<file path="src/rtl/ram_arb_pkg.sv">
// ----------------------------------------------------------------------------
// ram_arb_pkg
// Shared types and constants for the two-requester RAM port arbiter.
//   req_id_e   : requester identity (A = 0, B = 1); also the priority pointer
//   RAM_RD_LAT : RAM read latency in cycles after it samples a read command
//   TAG_STAGES : read-tag pipeline depth (command register + RAM stage)
//   rd_tag_t   : {valid, id} tag that follows each read through the pipe
// ----------------------------------------------------------------------------
package ram_arb_pkg;

  typedef enum logic {
    REQ_A = 1'b0,
    REQ_B = 1'b1
  } req_id_e;

  localparam int RAM_RD_LAT = 1;

  // One stage for the registered command, RAM_RD_LAT stages for the RAM.
  localparam int TAG_STAGES = RAM_RD_LAT + 1;

  typedef struct packed {
    logic    valid;
    req_id_e id;
  } rd_tag_t;

endpackage

</file>
<file path="src/rtl/rr_arbiter_2.sv">
// ----------------------------------------------------------------------------
// rr_arbiter_2
// Two-way round-robin arbiter. The grant is purely combinational from the
// request vector and the priority pointer. The pointer moves to the loser
// after every accepted command and holds otherwise.
//   i_Clk, i_Rst_L : clock, asynchronous active-low reset
//   i_Req[1:0]     : request vector, bit 0 = A, bit 1 = B
//   i_Accept       : a granted command transferred on this edge
//   o_Grant[1:0]   : one-hot (or zero) grant
// ----------------------------------------------------------------------------
module rr_arbiter_2
  import ram_arb_pkg::*;
(
  input  logic       i_Clk,
  input  logic       i_Rst_L,
  input  logic [1:0] i_Req,
  input  logic       i_Accept,
  output logic [1:0] o_Grant
);

  req_id_e ptr_q, ptr_d;

  // NOTE: every output of a combinational block gets a default first, so no
  // path through the case can leave a value unassigned and infer a latch.
  always_comb begin
    o_Grant = 2'b00;
    ptr_d   = ptr_q;
    case (i_Req)
      2'b01:   o_Grant = 2'b01;
      2'b10:   o_Grant = 2'b10;
      2'b11:   o_Grant = (ptr_q == REQ_A) ? 2'b01 : 2'b10;
      default: o_Grant = 2'b00;
    endcase
    // Point at the requester that did not win.
    if (i_Accept) begin
      ptr_d = o_Grant[0] ? REQ_B : REQ_A;
    end
  end

  // NOTE: state registers use non-blocking assignments so every flop samples
  // the pre-edge values, independent of block evaluation order.
  always_ff @(posedge i_Clk or negedge i_Rst_L) begin
    if (!i_Rst_L) begin
      ptr_q <= REQ_A;
    end else begin
      ptr_q <= ptr_d;
    end
  end

endmodule

</file>
<file path="src/rtl/ram_port_arbiter.sv">
// ----------------------------------------------------------------------------
// ram_port_arbiter
// Shares one single-port RAM (one-cycle registered read) between requesters
// A and B. Accepted commands are registered onto the RAM port; reads carry a
// {valid, id} tag down a pipeline aligned with the RAM so each returning
// beat is routed only to the requester that issued it.
//   i_Clk, i_Rst_L                : clock, asynchronous active-low reset
//   i_X_Req/Wr/Addr/Wr_Data       : requester X command (X = A, B)
//   o_X_Grant                     : combinational accept for requester X
//   o_X_Rd_DV, o_X_Rd_Data        : read response pulse and held data
//   o_Ram_Addr/Wr_DV/Wr_Data/Rd_En: registered RAM command
//   i_Ram_Rd_DV, i_Ram_Rd_Data    : RAM read return
// ----------------------------------------------------------------------------
module ram_port_arbiter
  import ram_arb_pkg::*;
#(
  parameter  int WIDTH  = 8,
  parameter  int DEPTH  = 4,
  localparam int ADDR_W = $clog2(DEPTH)
) (
  input  logic              i_Clk,
  input  logic              i_Rst_L,
  input  logic              i_A_Req,
  input  logic              i_A_Wr,
  input  logic [ADDR_W-1:0] i_A_Addr,
  input  logic [WIDTH-1:0]  i_A_Wr_Data,
  input  logic              i_B_Req,
  input  logic              i_B_Wr,
  input  logic [ADDR_W-1:0] i_B_Addr,
  input  logic [WIDTH-1:0]  i_B_Wr_Data,
  output logic              o_A_Grant,
  output logic              o_B_Grant,
  output logic              o_A_Rd_DV,
  output logic [WIDTH-1:0]  o_A_Rd_Data,
  output logic              o_B_Rd_DV,
  output logic [WIDTH-1:0]  o_B_Rd_Data,
  output logic [ADDR_W-1:0] o_Ram_Addr,
  output logic              o_Ram_Wr_DV,
  output logic [WIDTH-1:0]  o_Ram_Wr_Data,
  output logic              o_Ram_Rd_En,
  input  logic              i_Ram_Rd_DV,
  input  logic [WIDTH-1:0]  i_Ram_Rd_Data
);

  // --------------------------------------------------------------------------
  // Arbitration
  // --------------------------------------------------------------------------
  logic [1:0] req, grant;
  logic       accept;

  assign req = {i_B_Req, i_A_Req};

  rr_arbiter_2 u_rr (
    .i_Clk    (i_Clk),
    .i_Rst_L  (i_Rst_L),
    .i_Req    (req),
    .i_Accept (accept),
    .o_Grant  (grant)
  );

  assign o_A_Grant = grant[0];
  assign o_B_Grant = grant[1];
  assign accept    = |(req & grant);

  // Winning command; only meaningful when accept is high.
  req_id_e           win_id;
  logic              win_wr;
  logic [ADDR_W-1:0] win_addr;
  logic [WIDTH-1:0]  win_wdata;

  always_comb begin
    win_id    = REQ_A;
    win_wr    = i_A_Wr;
    win_addr  = i_A_Addr;
    win_wdata = i_A_Wr_Data;
    if (grant[1]) begin
      win_id    = REQ_B;
      win_wr    = i_B_Wr;
      win_addr  = i_B_Addr;
      win_wdata = i_B_Wr_Data;
    end
  end

  // --------------------------------------------------------------------------
  // Registered RAM command
  // --------------------------------------------------------------------------
  logic [ADDR_W-1:0] addr_q, addr_d;
  logic              wr_dv_q, wr_dv_d;
  logic              rd_en_q, rd_en_d;
  logic [WIDTH-1:0]  wr_data_q, wr_data_d;

  // Address and write data hold when idle; write data also holds on reads.
  always_comb begin
    addr_d    = addr_q;
    wr_data_d = wr_data_q;
    wr_dv_d   = 1'b0;
    rd_en_d   = 1'b0;
    if (accept) begin
      addr_d  = win_addr;
      wr_dv_d = win_wr;
      rd_en_d = !win_wr;
      if (win_wr) begin
        wr_data_d = win_wdata;
      end
    end
  end

  always_ff @(posedge i_Clk or negedge i_Rst_L) begin
    if (!i_Rst_L) begin
      addr_q    <= '0;
      wr_dv_q   <= 1'b0;
      rd_en_q   <= 1'b0;
      wr_data_q <= '0;
    end else begin
      addr_q    <= addr_d;
      wr_dv_q   <= wr_dv_d;
      rd_en_q   <= rd_en_d;
      wr_data_q <= wr_data_d;
    end
  end

  assign o_Ram_Addr    = addr_q;
  assign o_Ram_Wr_DV   = wr_dv_q;
  assign o_Ram_Wr_Data = wr_data_q;
  assign o_Ram_Rd_En   = rd_en_q;

  // --------------------------------------------------------------------------
  // Read-tag pipeline: stage 0 lines up with the command register, the last
  // stage with the RAM's registered read data.
  // --------------------------------------------------------------------------
  rd_tag_t tag_q [TAG_STAGES];
  rd_tag_t tag_d;
  rd_tag_t ret_tag;

  assign tag_d   = '{valid: accept && !win_wr, id: win_id};
  assign ret_tag = tag_q[TAG_STAGES-1];

  // NOTE: this small array is deliberately reset: clearing the valid bits is
  // what drops reads that are in flight when reset hits.
  always_ff @(posedge i_Clk or negedge i_Rst_L) begin
    if (!i_Rst_L) begin
      for (int i = 0; i < TAG_STAGES; i++) begin
        tag_q[i] <= '0;
      end
    end else begin
      tag_q[0] <= tag_d;
      for (int i = 1; i < TAG_STAGES; i++) begin
        tag_q[i] <= tag_q[i-1];
      end
    end
  end

  // --------------------------------------------------------------------------
  // Response demux. A RAM beat without a valid tag is ignored.
  // --------------------------------------------------------------------------
  logic             a_dv_q, a_dv_d, b_dv_q, b_dv_d;
  logic [WIDTH-1:0] a_data_q, a_data_d, b_data_q, b_data_d;

  always_comb begin
    a_dv_d   = i_Ram_Rd_DV && ret_tag.valid && (ret_tag.id == REQ_A);
    b_dv_d   = i_Ram_Rd_DV && ret_tag.valid && (ret_tag.id == REQ_B);
    a_data_d = a_dv_d ? i_Ram_Rd_Data : a_data_q;
    b_data_d = b_dv_d ? i_Ram_Rd_Data : b_data_q;
  end

  always_ff @(posedge i_Clk or negedge i_Rst_L) begin
    if (!i_Rst_L) begin
      a_dv_q   <= 1'b0;
      b_dv_q   <= 1'b0;
      a_data_q <= '0;
      b_data_q <= '0;
    end else begin
      a_dv_q   <= a_dv_d;
      b_dv_q   <= b_dv_d;
      a_data_q <= a_data_d;
      b_data_q <= b_data_d;
    end
  end

  assign o_A_Rd_DV   = a_dv_q;
  assign o_B_Rd_DV   = b_dv_q;
  assign o_A_Rd_Data = a_data_q;
  assign o_B_Rd_Data = b_data_q;

endmodule

</file>
<file path="config.mk">
export PLATFORM = sky130hd
export DESIGN_NAME = ram_port_arbiter
export DESIGN_NICKNAME = d
export VERILOG_FILES = /design/src/rtl/ram_arb_pkg.sv /design/src/rtl/rr_arbiter_2.sv /design/src/rtl/ram_port_arbiter.sv
export SDC_FILE = /design/constraint.sdc
export NUM_CORES = 1
export LEC_CHECK = 0
export BUFFER_PORTS_ARGS = -buffer_cell sky130_fd_sc_hd__buf_2
export CAP_MARGIN = 20
export CORE_ASPECT_RATIO = 0.6
export CORE_MARGIN = 5
export CORE_UTILIZATION = 45
export CTS_BUF_LIST = sky130_fd_sc_hd__clkbuf_16
export DETAILED_ROUTE_END_ITERATION = 10
export GPL_ROUTABILITY_DRIVEN = 0
export GPL_TIMING_DRIVEN = 0
export PLACE_DENSITY = 0.84
export SETUP_SLACK_MARGIN = 0.05
export SYNTH_ARGS = -nofsm -noshare
export SYNTH_HDL_FRONTEND = slang
export SYNTH_SLANG_ARGS = --single-unit
</file>
<file path="constraint.sdc">
create_clock -name i_Clk -period 1.72 [get_ports i_Clk]
set_input_delay 0.086 -clock i_Clk [delete_from_list [all_inputs] [get_ports i_Clk]]
set_output_delay 0.086 -clock i_Clk [all_outputs]
set_load 0.01 [all_outputs]
</file>
Word level (Yosys, flattened, before mapping)
Index checks and enable logic that the tools add are counted.
{"block": "word_totals", "register_bits": 35, "inputBits": 35, "output_inout_bits": 32, "word_cells": 34}
{"block": "classes", "n_eq_ne": 3, "muxes": 9, "n_bitwise": 2, "reduce_logical": 7}
{"cell": "8-bit two-way mux", "count": 1}
{"cell": "2-bit one-hot mux with 3 select lines", "count": 1}
{"cell": "1-bit two-way mux", "count": 5}
{"cell": "2-bit == test, second input constant", "count": 2}
{"cell": "1-bit logical AND", "count": 4}
{"cell": "2-bit two-way mux", "count": 2}
{"cell": "2-bit AND", "count": 1}
{"cell": "2-bit by 1-bit == test with 1-bit output, second input constant", "count": 1}
{"cell": "2-bit AND reduction", "count": 1}
{"cell": "2-bit OR reduction", "count": 1}
{"cell": "1-bit logical NOT", "count": 1}
{"cell": "1-bit inverter", "count": 1}

Depth between registers and ports, before layout
{"block": "depth", "ltp_word": 5, "ltp_mapped": 8, "depth_no_buf": 6}

Modules after synthesis
From an unflattened synthesis, not the netlist that was laid out.
{"block": "hier_totals", "hier_cells": 90, "area_unflattened_um2": 1336.3}
{"module": "ram_port_arbiter", "n_inst": 1, "cells_each": 85, "area_each_um2": 1273.7, "seq_area_each_um2": 825.8}
{"module": "rr_arbiter_2", "n_inst": 1, "cells_each": 5, "area_each_um2": 62.6, "seq_area_each_um2": 25.0}

Least setup slack after synthesis
OpenSTA, ideal clock, no wires.
{"block": "synth_path", "path_kind": "register to register", "start": "reg u_rr.ptr_q", "end": "reg wr_data_q[6], in the netlist o_Ram_Wr_Data[6]", "setup_time_ns": 0.074, "t_arrival_ns": 1.210, "required_time_ns": 1.646, "setup_slack_ns": 0.436, "stages_incl_launch_ff": 6, "n_path_buf": 1, "synth_period_minus_slack_ns": 1.284, "cell_sequence": "dfrtp_1 -> nand2b_2 -> a32oi_4 -> buf_6 -> nand2_1 -> o21ai_2"}
{"block": "synth_via", "elab_chain_cells": 5, "elab_cells_between_ends": 7, "classes_between": "mux (4); bitwise (1); reduce/logical (2)"}
{"item": "start: declaration", "line": "rr_arbiter_2.sv:21", "source": "req_id_e ptr_q, ptr_d;"}
{"item": "start signal: assignment", "line": "rr_arbiter_2.sv:46", "source": "ptr_q <= ptr_d;"}
{"item": "2-bit two-way mux *", "line": "rr_arbiter_2.sv:31", "source": "2'b11: o_Grant = (ptr_q == REQ_A) ? 2'b01 : 2'b10;"}
{"item": "2-bit one-hot mux with 3 select lines *", "line": "rr_arbiter_2.sv:28", "source": "case (i_Req)"}
{"item": "2-bit AND", "line": "ram_port_arbiter.sv:63", "source": "assign accept = |(req & grant);"}
{"item": "2-bit OR reduction", "line": "ram_port_arbiter.sv:63"}
{"item": "2-bit AND reduction (no source line)"}
{"item": "end signal: assignment", "line": "ram_port_arbiter.sv:118", "source": "wr_data_q <= wr_data_d;"}
{"item": "end: declaration", "line": "ram_port_arbiter.sv:90", "source": "logic [WIDTH-1:0] wr_data_q, wr_data_d;"}
Mark *: on every way between the ends. The rest lies on a longest branch, timed or not.
A chain may end at the register's enable or synchronous reset.

Final worst setup path
{"block": "layout_path", "start": "reg u_rr.ptr_q", "end": "out o_B_Grant"}
{"block": "layout_via", "elab_chain_cells": 2}
{"item": "2-bit two-way mux", "line": "rr_arbiter_2.sv:31"}
{"item": "2-bit one-hot mux with 3 select lines", "line": "rr_arbiter_2.sv:28"}
{"item": "end: declaration", "line": "ram_port_arbiter.sv:32", "source": "output logic o_B_Grant,"}
No other way between the ends.

==> results by group <==
Worst hold path
  – Path type of the worst min-delay path: in2reg
  – Worst hold path stage count: 3
  – Origin of the worst min-delay path: i_Ram_Rd_Data[2]

GRT
  – Global routing usage summed across all routing layers: 17.0%
  – Largest net degree at the start of global routing: 35
  – Via count of the first global-routing pass: 1240
  – Global route total overflow: 0
  – Global-route wire length before repair: 5.49 mm
  – Initial antenna violation count: 0

Routing
  – Drt wl/cell: 14.5 um
  – Vias per cell: ~4.8
  – First DRT Iteration DRCs: 66
  – Total via count in the routed design: roughly 1100
  – Total routed wirelength: 3.32 mm
  – Number of nets with antenna violations after detailed routing: 0
  – Total iterations of the first detailed-routing run: 4
  – Final routed DRC violation total: 0

Finish
  – Most used cells in the layout excluding fill and tap cells: buf_2 (65), nand2_1 (34), dfrtp_1 (34), mux2i_1 (10), mux2_2 (8)
  – Number of antenna repair diodes: 0
  – Final-layout fill cell count: approximately 240
  – Multi-input combinational cell area: 475 um^2
  – Area used by sequential logic in the layout: around 850 um^2
  – Number of nets in the layout: 221
  – Area growth from synthesis to final layout: 38.3%
  – Most common cell after layout, fill and taps aside: buf_2
  – Share of post-route cells with drive strength above 1: between 40 and 50%

Power and ir drop
  – P_leak: 1.05 nW
  – VDD IR max: 810 uV
  – Cell Pwr Density: around 1300 mW/mm^2

Synth
  – EDFF count, synth: 0
  – Proportion of synthesized area in mux cells: 13.8%
  – Area of the mapped netlist: 0.00137 mm^2
  – Dominant combinational cell family by area after synthesis: multiplexers
  – Yosys top cell by area: dfrtp_1
  – Proportion of synthesized flip-flops having asynchronous set or reset: 100%
  – Most used flip-flop cell after synthesis: dfrtp_1
  – Post-synthesis area per instance: approximately 12 um^2
  – Library cells used by synthesis: 19
  – Yosys warning count: 0
  – Sequential cell area fraction in the yosys report: 61.9%
  – Xor-xnor portion of the synthesized cell area: 0%
  – Number of cells produced by synthesis: 113
  – Synth top area share: 61.9%
  – Area contributors post-synth: dfrtp_1 (62%), nand2_1 (9.3%), mux2i_1 (7.3%)
  – Fraction of the mapped netlist area in adder cells: 0%
  – Area fraction in compound gates after synthesis: 7.83%
  – Post-synthesis simple-gate area fraction: 12.9%
  – Synthesized flop and latch total: 34
  – Number of nets in the synthesized netlist: ~150

Clock tree
  – Count of buffers added by post-CTS timing repair for setup: 0
  – Buffers from clock root to sink, at most: 2
  – Clock transition at the registers of the reported paths: 0.05 ns
  – Sink Count: 34
  – Number of H-tree levels: 2
  – Total CTS buffers: 5
  – Root Buffer Master: clkbuf_16
  – Clock Latency Late Sink: 0.27 ns
  – Clock tree from TritonCTS: yes

Die
  – Area of the core: between 0.002 and 0.003 mm^2
  – Floorplan row count: 15
  – Die Wd: roughly 81 um
  – Die H: roughly 53 um
  – Floorplan die area: 0.00429 mm^2
  – IO Pins: 67
  – Initial Util: 47.5%

STA
  – Period utilisation layout: 86.2%
  – Setup repair after global routing missed its margin: false
  – Max-slew headroom at the worst pin: 52.5%
  – Min Tclk post-route: 1.48 ns
  – Hold slack final: 0.0226 ns
  – Post-Route Skew: ~0.0027 ns
  – Final Hold Vio Count: 0
  – Number of slew-limit violations in the final report: 0
  – Final-report setup violation count: 0
  – Maximum operating frequency: roughly 670 MHz
  – Setup TNS: 0 ns
  – Tightest Pin Transition: 0.712 ns

Critical path
  – Critical Path Fanout Max: 10
  – Crit path kind: reg2out
  – Critical path required time: 1.63 ns
  – Worst R2R Start: u_rr.ptr_q
  – R2R cell count: 5
  – Kind of launch point of the worst setup path: register
  – Worst setup path startpoint: u_rr.ptr_q
  – Type of destination of the critical path: output pin
  – Worst EP arrival: 1.40 ns

Placed design
  – Detailed Place HPWL: 2.59 mm
  – Count of input and output buffers: between 60 and 70

Run
  – Maxcap violations: 0

Status
  – Status: finished clean
## final cells by class
type / instances / area share, %
Timing Repair Buffer: 66 / 17.7
Tap cell: 42 / 2.77
Inverter: 6 / 1.32
Multi-Input combinational cell: 71 / 25.0
Clock inverter: 3 / 0.659
Buffer: 2 / 1.19
Sequential cell: 34 / 44.8
Clock buffer: 5 / 6.59
## report_power, final
part	internal, mW	switching (mW)
sequential	0.969	0.0865
clock	0.521	0.279
combinational	0.262	0.304
## sequential cells by signal (all words and copies together), names as in the netlist
register	flops
o_B_Rd_Data	8
o_Ram_Addr	2
o_Ram_Wr_DV	1
o_A_Rd_Data	8
o_Ram_Rd_En	1
tag_q	1
u_rr.ptr_q	1
o_A_Rd_DV	1
ret_tag	2
o_B_Rd_DV	1
o_Ram_Wr_Data	8
## repair_timing
| action | 4_1_cts | 5_1_grt |
|---|---|---|
| resized for setup | 0 | 0 |
| hold endpoints to repair | 34 | 0 |
| hold buffers | 1 | 0 |
## cell families (layout without fill, tap and decap cells)
kind of cell	Yosys count	after routing
DFF	34	34
buffers and inverters	8	82
AOI/OAI and AO/OA	13	13
muxes	18	18
and+or+nand+nor	40	40
## cells in the mapped netlist, types with 2 or more instances
library cell / instances
nand2_1: 34
dfrtp_1: 34
mux2i_1: 10
nand2_4: 2
mux2_2: 8
buf_6: 2
o21ai_1: 7
inv_1: 3
o221a_2: 2
inv_2: 2
## path summary, 6_finish.rpt
check,endpoint,slack (ns)
max,o_B_Grant,0.24
min,o_A_Rd_Data[2],0.02
max reg2reg,o_Ram_Wr_Data[2],0.27
min reg2reg,ret_tag[0],0.35
max in group asynchronous,o_Ram_Wr_Data[5],0.83
min in group asynchronous,o_A_Rd_Data[3],0.42
## layer usage
metal | share of wire [%] | routed length [um] | vias up | track usage [%]
met5 | 0 | 0 | - | 0
met4 | 0 | 0 | 0 | 6.46
met3 | 3.6 | 118 | 0 | 4.98
met2 | 55 | 1840 | 22 | 29.7
met1 | 41 | 1360 | 547 | 19.9
li1 | - | - | 525 | -
## per-stage QoR
stage / util, % / power, mW / instance area (um^2) / worst slack, ns / instances
after CTS: 65.7 / 2.46 / 1900 / 0.227 / 229
after global routing: 65.7 / 2.57 / 1900 / 0.157 / 229
final: 65.7 / 2.42 / 1900 / 0.237 / 229
after global placement: 60.6 / 1.60 / 1750 / 0.345 / 220
after detailed placement: 60.6 / 1.64 / 1750 / 0.290 / 220
after floorplan: - / 1.35 / 1370 / 0.436 / 113
## worst max-delay path: stages (launching register included)
cell and delay, ns:
dfrtp_1 0.41, nand2b_2 0.23, nand2_2 0.25, inv_1 0.09, buf_2 0.15
Note: power is estimated with default switching activity, not from simulation.
